`src/rtl/pc_redirect_unit.sv`:
```
// pc_redirect_unit: IF-stage program counter with single-delay-slot redirect.
// Picks the next fetch address from the ID-stage branch/jump decision, holds
// the PC through hazard stalls, flags misaligned register-jump targets, and
// counts resolved and taken conditional branches.
//
// Ports:
//   clk, reset          core clock, synchronous active-high reset
//   stall               freeze PC and counters this cycle
//   is_branch_d         ID holds a conditional branch
//   br_taken_d          branch comparator result (used only with is_branch_d)
//   is_j_d, is_jr_d     ID holds j/jal or jr/jalr
//   pc4_d               PC+4 of the ID instruction
//   imm16_d, index26_d  branch offset and jump index fields
//   jr_target_d         forwarded rs value for jr/jalr
//   pc_f                registered fetch address
//   pc4_f, link_d       pc_f+4 and pc4_d+4 (combinational)
//   redirect            next PC is not sequential (combinational)
//   addr_err            one-cycle pulse after a misaligned jr target load
//   branch_cnt          resolved conditional branches
//   taken_cnt           resolved taken branches
module pc_redirect_unit #(
    parameter logic [31:0] RESET_PC = 32'h0000_3000
) (
    input  logic        clk,
    input  logic        reset,
    input  logic        stall,
    input  logic        is_branch_d,
    input  logic        br_taken_d,
    input  logic        is_j_d,
    input  logic        is_jr_d,
    input  logic [31:0] pc4_d,
    input  logic [15:0] imm16_d,
    input  logic [25:0] index26_d,
    input  logic [31:0] jr_target_d,
    output logic [31:0] pc_f,
    output logic [31:0] pc4_f,
    output logic [31:0] link_d,
    output logic        redirect,
    output logic        addr_err,
    output logic [31:0] branch_cnt,
    output logic [31:0] taken_cnt
);

    localparam int unsigned XLEN = 32;

    logic [XLEN-1:0] br_offset;
    logic [XLEN-1:0] br_target;
    logic [XLEN-1:0] j_target;
    logic [XLEN-1:0] jr_target;
    logic [XLEN-1:0] pc_next;
    logic            br_take;
    logic            jr_misaligned;

    // Sequential and link addresses; carries out of bit 31 wrap naturally.
    assign pc4_f  = pc_f + XLEN'(4);
    assign link_d = pc4_d + XLEN'(4);

    // Candidate targets.
    assign br_offset     = {{14{imm16_d[15]}}, imm16_d, 2'b00};
    assign br_target     = pc4_d + br_offset;
    assign j_target      = {pc4_d[31:28], index26_d, 2'b00};
    assign jr_target     = {jr_target_d[31:2], 2'b00};
    assign jr_misaligned = |jr_target_d[1:0];
    assign br_take       = is_branch_d & br_taken_d;

    assign redirect = ~reset & ~stall & (is_jr_d | is_j_d | br_take);

    // Next-PC select; illegal multi-flag decodes resolve by priority.
    always_comb begin
        pc_next = pc4_f;
        if (is_jr_d) begin
            pc_next = jr_target;
        end else if (is_j_d) begin
            pc_next = j_target;
        end else if (br_take) begin
            pc_next = br_target;
        end
    end

    // PC register and misaligned-target pulse.
    always_ff @(posedge clk) begin
        if (reset) begin
            pc_f     <= RESET_PC;
            addr_err <= 1'b0;
        end else if (stall) begin
            addr_err <= 1'b0;
        end else begin
            pc_f     <= pc_next;
            addr_err <= is_jr_d & jr_misaligned;
        end
    end

    // Branch statistics; a branch is counted even when a jump flag wins.
    always_ff @(posedge clk) begin
        if (reset) begin
            branch_cnt <= '0;
            taken_cnt  <= '0;
        end else if (!stall && is_branch_d) begin
            branch_cnt <= branch_cnt + XLEN'(1);
            if (br_taken_d) begin
                taken_cnt <= taken_cnt + XLEN'(1);
            end
        end
    end

endmodule
```
`config.mk`:
```
export PLATFORM = sky130hd
export DESIGN_NAME = pc_redirect_unit
export DESIGN_NICKNAME = d
export VERILOG_FILES = /design/src/rtl/pc_redirect_unit.sv
export SDC_FILE = /design/constraint.sdc
export NUM_CORES = 1
export LEC_CHECK = 0
export BUFFER_PORTS_ARGS = -buffer_cell sky130_fd_sc_hd__buf_2
export CORE_MARGIN = 4
export CORE_UTILIZATION = 38
export CTS_CLUSTER_SIZE = 24
export DETAILED_ROUTE_END_ITERATION = 12
export SYNTH_ARGS = -nofsm -noshare
export SYNTH_HDL_FRONTEND = slang
export SYNTH_SLANG_ARGS = --single-unit
export TNS_END_PERCENT = 30
```
`constraint.sdc`:
```
create_clock -name clk -period 4.1 [get_ports clk]
set_clock_uncertainty 0.05 [all_clocks]
set_input_delay 0.82 -clock clk [delete_from_list [all_inputs] [get_ports clk]]
set_output_delay 0.82 -clock clk [all_outputs]
set_load 0.01 [all_outputs]
```
Word level (Yosys, flattened, before mapping)
Cells that the tools add are included.
{"block": "op_classes", "n_addsub": 5, "mux": 3, "reduce_logical": 5, "n_bitwise": 8}
{"cell": "2-to-1 mux 32 bit", "count": 3}
{"cell": "adder 32 x 1 -> 32 bit (second input constant)", "count": 2}
{"cell": "adder 32 x 3 -> 32 bit (second input constant)", "count": 2}
{"cell": "adder 32 bit", "count": 1}
{"cell": "AND 1 bit", "count": 4}
{"cell": "OR reduction 2 bit", "count": 2}
{"cell": "inverter 1 bit", "count": 2}
{"cell": "bitwise OR 1 bit", "count": 2}
{"cell": "AND reduction 2 bit", "count": 1}
{"cell": "logical AND 1 bit", "count": 1}
{"cell": "logical NOT 1 bit", "count": 1}
{"block": "totals", "wordCells": 25, "reg_bits": 97, "output_inout_bits": 162, "inputBits": 113}

Logic depth before layout (Yosys ltp)
Gate-level depths: netlist of the first run.
{"block": "depth", "ltp_word": 4, "mapped_depth": 11, "mapped_depth_nobuf": 11}

Worst setup path before layout of the first run
No wires, ideal clock.
{"block": "synth_path", "path_kind": "input to output", "start": "input pc4_d[4]", "end": "output link_d[27]", "path_stages": 8, "path_buffers": 0, "t_arrival_ns": 2.424, "required_time_ns": 3.230, "path_slack_ns": 0.806, "path_cell_list": "and3_1 and2_1 nand4_1 or2_2 nor2_1 nand3_1 nor2_1 xor2_1"}
{"block": "synth_between", "elab_chain_len": 1}
{"element": "from (decl)", "line": "31", "source": "input logic [31:0] pc4_d,"}
{"element": "adder 32 x 3 -> 32 bit", "line": "56", "source": "assign link_d = pc4_d + XLEN'(4);"}
{"element": "to (decl)", "line": "37", "source": "output logic [31:0] link_d,"}
Every way passes these cells.

Worst setup path after layout of the first run
{"block": "layout_path", "start": "input pc4_d[4]", "end": "output link_d[31]"}
The elaborated chain is that of the path after synthesis.

==> results_dict.tcl, run 1 <==
set metrics [dict create \
    port_buffers 274 \
    max_stage_delay_ns 0.38 \
    grt_max_degree 73 \
    final_core_util_pct 48.46 \
    cts_tree "built" \
    pwr_density_cell_nw_per_um2 287.1 \
    pwr-share-clk_pct 36.3 \
    whs_path_depth 2 \
    die_area_sq_um 21250 \
    finalCriticalPeriod_ns 3.586 \
    ctsHoldBuffers 0 \
    rsz0062_at_grt "no" \
    grt_first_pass_wirelength_microns 38780 \
    post-cts-setup-buffer-count 0 \
    clock.fmax_ghz 0.2789 \
    io_pins 275 \
    drc 0 \
    die_w_microns 145.8 \
    r2r_cells 9 \
    dp_hpwl_microns 19330 \
    hold_class "register to register" \
    synth_fp_nets 1079 \
    relSlewSlack_pct 33.43 \
    place_ws_ns 0.4315 \
    ys_ff_latch 97 \
    cts.reportedPaths.clkPinSlew_ns 0.07 \
    critPathArrivalTime_ns 2.72 \
    power_frac_comb_pct 24.9 \
    worst_slack_ns 0.5142 \
    grt_usage_pct 22.04 \
    p_int_mw 1.781 \
    fin_tns_setup_ns 0 \
    power.leakage_nw 4.175 \
    slew_violations 0 \
    cts_root_buffer "clkbuf_16" \
    areaGrowthSynthToFinish_pct 25.65 \
    drt_iter0_drc 314 \
    crit_cells 10 \
    hold_viol 0 \
    crit_chain "buf_2 > and3_1 > and2_1 > nand4_1 > or2_2 > nor2_1 > nand3_1 > nor2_1 > xnor2_1 > buf_2" \
    setup_viol 0 \
    critPathTopFamily "simple AND/OR/NAND/NOR gates" \
    path_class "input pin to output pin" \
    cts-htree-levels 3 \
    clock_sinks 97 \
    period_share_pct 87.46 \
    crit_path_max_fanout 5 \
    ir_worst_vdd_mv 0.1612 \
    syn-cell-area_sq_um 7214 \
    pwr-share-seq_pct 38.8 \
    die_y_microns 145.8 \
    n_fill_cell 1885 \
    reg2reg_slack_ns 1.56 \
    synth-edff-count 0 \
    cp_slowest_cell "or2_2" \
    rows 50 \
    antenna_found_initial 1 \
    clockBufferDepth 2 \
    ys_types 73 \
    rr_startpoint "pc_f[4]" \
    nNetsFinal 1335 \
    grt_overflow 0 \
    min-delay-start "pc_f[18]" \
    synth_ff_type "dfxtp_1" \
    postRouteAntennaNets 0 \
    start_kind "input pin" \
    ys.warnings.count 0 \
    status "complete, no violations" \
    gp_congestion 0.8997 \
    start_util_pct 38.57 \
    syn_area_per_cell_sq_um 7.741 \
    drive_gt1_share_pct 27.33 \
    wirelength_microns 24260 \
    critPathRequiredTime_ns 3.23 \
    worstMarginPinSlew_ns 0.9949 \
    critical_path_buf_inv_count 2 \
    cp-end-kind "output pin" \
    postSynth.asyncResetShare_pct 0 \
    numCtsBuffers 9 \
    vias 7655 \
    ys_seq_area_share_pct 26.92 \
    clkLatencyLatePin_ns 0.35 \
    grt_pass1_vias 7414 \
    cap_violations 0 \
    vias_per_cell 5.361 \
    core_area_sq_um 18710 \
    switchingPower_uw 821.9 \
    switching_share_pct 31.58 \
    wl_per_cell_microns 16.99 \
    cts_resized 0 \
    r2r_end "pc_f[25]" \
    hold_end "pc_f[18]" \
    drt_pass1_iterations 5 \
    synthCells 932 \
]
==> cells in the final DEF, fill, tap and decap left out, types with 5 or more instances in the layout <==
cell,instances
dfxtp_1,97
or3_1,12
clkbuf_16,9
nand2_1,98
a21oi_1,57
o21bai_1,5
o221ai_1,11
o22ai_1,10
buf_4,10
and4_1,13
nor3_1,11
nand3_1,43
nor2_1,125
a31oi_1,5
a21o_1,20
buf_2,274
o211ai_1,10
or2_2,5
nand2b_1,9
ha_1,33
inv_1,12
o21ai_0,47
and3_1,33
xnor2_1,65
a211oi_1,13
nand4_1,21
xor2_1,67
==> worst register-to-register path: stages, from the launching register on <==
cell       delay [ns]
dfxtp_1          0.45
and3_1           0.23
and4_1           0.33
nand2_1          0.14
nor2_1           0.33
and3_1           0.24
xor2_1           0.08
or3_1            0.35
o2111ai_1        0.12
o22ai_1          0.12
==> routing by layer <==
metal | wire [microns] | global-route usage [%] | up-vias | share of wire, %
met2 | 11150 | 36.71 | 251 | 46
li1 | - | - | 3860 | -
met4 | 658 | 8.072 | 0 | 2.7
met5 | 0 | 0 | - | 0
met1 | 10870 | 28.58 | 3509 | 45
met3 | 1582 | 3.955 | 35 | 6.5
==> stage by stage <==
step                instances  hold WS, ns  cell area (sq um)  power, mW
floorplan                 932       0.4481               7214      1.431
global placement         1411       0.4303               8736      1.678
detailed placement       1411       0.4353               8736      1.678
CTS                      1427       0.4504               9062      2.633
global route             1428       0.4732               9065      2.738
finish                   1428       0.4482               9065      2.603
==> sequential cells by signal (all words and copies together), names as in the netlist <==
register and cells:
branch_cnt 32, addr_err 1, taken_cnt 32, pc_f 32
==> area by class of cell <==
type	count	area [sq um]	area share, %
Inverter	14	52.55	0.5797
Tap cell	234	292.8	3.230
Clock buffer	10	229.0	2.526
Antenna cell	1	2.502	0.02761
Timing Repair Buffer	284	1446	15.96
Clock inverter	6	97.59	1.077
Multi-Input combinational cell	782	5002	55.18
Sequential cell	97	1942	21.42
==> how the worst max path moves through the flow <==
stage	from	to	slack (ns)
after CTS	pc4_d[4]	link_d[31]	0.47
after global placement	pc4_d[2]	pc_f[30]	0.48
after global routing	pc4_d[4]	link_d[31]	0.31
after floorplan	pc4_d[4]	link_d[27]	0.81
after detailed placement	pc4_d[2]	pc_f[30]	0.43
final	pc4_d[4]	link_d[31]	0.51
==> kinds of logic after synthesis <==
group | after synthesis | share of synthesized area [%]
AND/OR/NAND/NOR | 389 | 26.17
AO/OA/AOI/OAI | 224 | 20.67
XOR/XNOR | 132 | 16.02
flip-flops | 97 | 26.92
buffers and inverters | 53 | 3.781
adder cells (fa/ha/maj) | 34 | 6.001
multiplexers | 3 | 0.4336
==> power groups by stage <==
| stage | combinational [mW] | clock [mW] | sequential [mW] |
|---|---|---|---|
| after floorplan | 0.400 | 0 | 1.03 |
| after global placement | 0.648 | 0 | 1.03 |
| after detailed placement | 0.646 | 0 | 1.03 |
| after CTS | 0.650 | 0.974 | 1.01 |
| after global routing | 0.720 | 1.00 | 1.01 |
| final | 0.649 | 0.944 | 1.01 |
==> synthesized netlist by cell type, types with 5 or more instances <==
master    instances  area [sq um]
xor2_1           67         586.8
inv_1            12         45.04
o22ai_1          10         62.56
o221ai_1         11         96.34
nand2b_1          9         56.30
nor3_1           11         55.05
and4_1           13         113.9
nand4_1          21         131.4
or3_1            12         75.07
nor2_1          125         469.2
nand2_1          98         367.9
a31oi_1           5         31.28
dfxtp_1          97          1942
a21oi_1          57         285.3
a211oi_1         13         97.59
buf_4             5         37.54
o21ai_0          47         235.2
xnor2_1          65         569.3
ha_1             33         412.9
nand3_1          43         215.2
a21o_1           20         150.1
and3_1           33         206.5
clkbuf_1         25         93.84
o211ai_1         10         75.07
o21bai_1          5         37.54
or2_2             5         31.28
(Power assumes the default switching activity.)
==> inputs of run 2 (changes only) <==
--- a/config.mk
+++ b/config.mk
@@ -7,9 +7,10 @@
 export LEC_CHECK = 0
 export BUFFER_PORTS_ARGS = -buffer_cell sky130_fd_sc_hd__buf_2
 export CORE_MARGIN = 4
-export CORE_UTILIZATION = 38
+export CORE_UTILIZATION = 45
 export CTS_CLUSTER_SIZE = 24
 export DETAILED_ROUTE_END_ITERATION = 12
+export PLACE_DENSITY = 0.74
 export SYNTH_ARGS = -nofsm -noshare
 export SYNTH_HDL_FRONTEND = slang
 export SYNTH_SLANG_ARGS = --single-unit
==> run 2 against run 1 <==
Global-route usage rose by 3.4 points. Die area down 15%. Clock power is 11% lower. Maximum frequency is 1.3% lower. Critical path depth unchanged. Non-clock buffer count is the same. Utilization is 8.6 points higher. Sequential power about the same. Final area down 0.72%. Critical path type unchanged. Via count rose by 1.9%. Sequential share of layout area is 0.15 points higher. Sequential cell count unchanged.
==> results_dict.tcl, run 2 (synthesis results as in run 1) <==
set metrics [dict create \
    status "complete, no violations" \
    numCtsBuffers 9 \
    port_buffers 274 \
    die_w_microns 134.6 \
    seq_area_sq_um 1942 \
    rows 46 \
    r2r_cells 9 \
    critPathRequiredTime_ns 3.23 \
    dp_hpwl_microns 19000 \
    start_kind "input pin" \
    layout_commonest_cell "buf_2" \
    relSlewSlack_pct 51.28 \
    grt_usage_pct 25.41 \
    worstMarginPinSlew_ns 0.7275 \
    critPathArrivalTime_ns 2.76 \
    io_pins 275 \
    grt_max_degree 61 \
    grt_pass1_vias 7315 \
    cts_resized 0 \
    crit_cells 10 \
    antenna_found_initial 0 \
    multi_input_area_sq_um 5002 \
    ir_worst_vdd_mv 0.1923 \
    clockBufferDepth 2 \
    place_area_sq_um 8713 \
    path_class "input pin to output pin" \
    fin_tns_setup_ns 0 \
    die_area_sq_um 18120 \
    start_util_pct 45.75 \
    wirelength_microns 23870 \
    max_stage_delay_ns 0.38 \
    endpoint "link_d[27]" \
    cp_slowest_cell "or2_2" \
    critPathTopFamily "simple AND/OR/NAND/NOR gates" \
    cp-end-kind "output pin" \
    die_y_microns 134.6 \
    reg2reg_slack_ns 1.50 \
    cts_root_buffer "clkbuf_16" \
    slew_violations 0 \
    clock_sinks 97 \
    dp.cells 1393 \
    power.leakage_nw 4.155 \
    grt_first_pass_wirelength_microns 37340 \
    final_cell_mix "buf_2 (274), nor2_1 (125), nand2_1 (98)" \
    drt_iter0_drc 432 \
    wl_per_cell_microns 16.94 \
    grt_overflow 0 \
    cts.reportedPaths.clkPinSlew_ns 0.08 \
    clkLatencyLatePin_ns 0.35 \
    instances_no_fill 1409 \
    n_fill_cell 1528 \
    drive_gt1_share_pct 27.41 \
    power_mw 2.496 \
    ctsHoldBuffers 0 \
    setup_viol 0 \
    final_area_sq_um 9000 \
    cts-htree-levels 3 \
    clock.fmax_ghz 0.2752 \
    finalCriticalPeriod_ns 3.633 \
    min-delay-start "pc_f[15]" \
    final_core_util_pct 57.07 \
    nNetsFinal 1335 \
    rsz0062_at_grt "no" \
    gp_congestion 0.9069 \
    vias_per_cell 5.535 \
    postRouteAntennaNets 0 \
    areaGrowthSynthToFinish_pct 24.75 \
    startpoint "pc4_d[4]" \
    hold_class "register to register" \
    drt_pass1_iterations 5 \
    crit_chain "buf_2 > and3_1 > and2_1 > nand4_1 > or2_2 > nor2_1 > nand3_1 > nor2_1 > xor2_1 > buf_2" \
    period_share_pct 88.62 \
    reg_top3 "branch_cnt (32), pc_f (32), taken_cnt (32)" \
    post-cts-setup-buffer-count 0 \
    pwr_density_cell_nw_per_um2 277.4 \
    cap_violations 0 \
    vias 7799 \
    crit_path_max_fanout 5 \
    r2r_end "pc_f[25]" \
    hold_viol 0 \
    drc 0 \
    core_area_sq_um 15770 \
    cts_tree "built" \
    diodes 0 \
    rr_startpoint "pc_f[4]" \
    critical_path_buf_inv_count 2 \
]
[run 2: through the flow]
step / setup WS (ns) / hold slack, ns
finish: 0.4667 / 0.4534
global route: 0.3399 / 0.4821
CTS: 0.4680 / 0.4490
detailed placement: 0.4412 / 0.4375
global placement: 0.4961 / 0.4252
floorplan: 0.8063 / 0.4481
[run 2: worst min-delay path by stage]
stage          slack, ns             end  depth (start not counted)
2_1_floorplan       0.45        pc_f[15]                          2
3_3_place_gp        0.43        pc_f[15]                          2
3_5_place_dp        0.44        pc_f[18]                          2
4_1_cts             0.45        pc_f[18]                          2
5_1_grt             0.48  branch_cnt[12]                          2
6_report            0.45        pc_f[15]                          2
[run 2: layer usage]
layer	vias to the layer above	wire length [microns]	global-route usage, %
li1	3863	-	-
met3	44	1708	5.365
met2	308	11340	42.93
met4	0	672	9.050
met1	3584	10150	32.13
met5	-	0	0
[run 2: tightest hold or removal path, delay by kind of cell (launching register included)]
| kind | cells | cell delay, ns |
|---|---|---|
| AND/OR/NAND/NOR | 2 | 0.11 |
| flip-flops | 1 | 0.35 |
[run 2: area by class of cell]
type / instances / share of cell area [%]
flip-flops and latches: 97 / 21.58
multi-input cells: 782 / 55.58
clock inverters: 7 / 0.6812
well taps: 216 / 3.003
clock buffers: 9 / 2.502
inverters: 14 / 0.5839
repair buffers: 284 / 16.07
[run 2: power breakdown]
| part | switching [mW] | internal, mW | total [mW] |
|---|---|---|---|
| Clock | 0.413 | 0.424 | 0.837 |
| Sequential | 0.0418 | 0.968 | 1.01 |
| Combinational | 0.382 | 0.268 | 0.649 |
| Total | 0.836 | 1.66 | 2.50 |
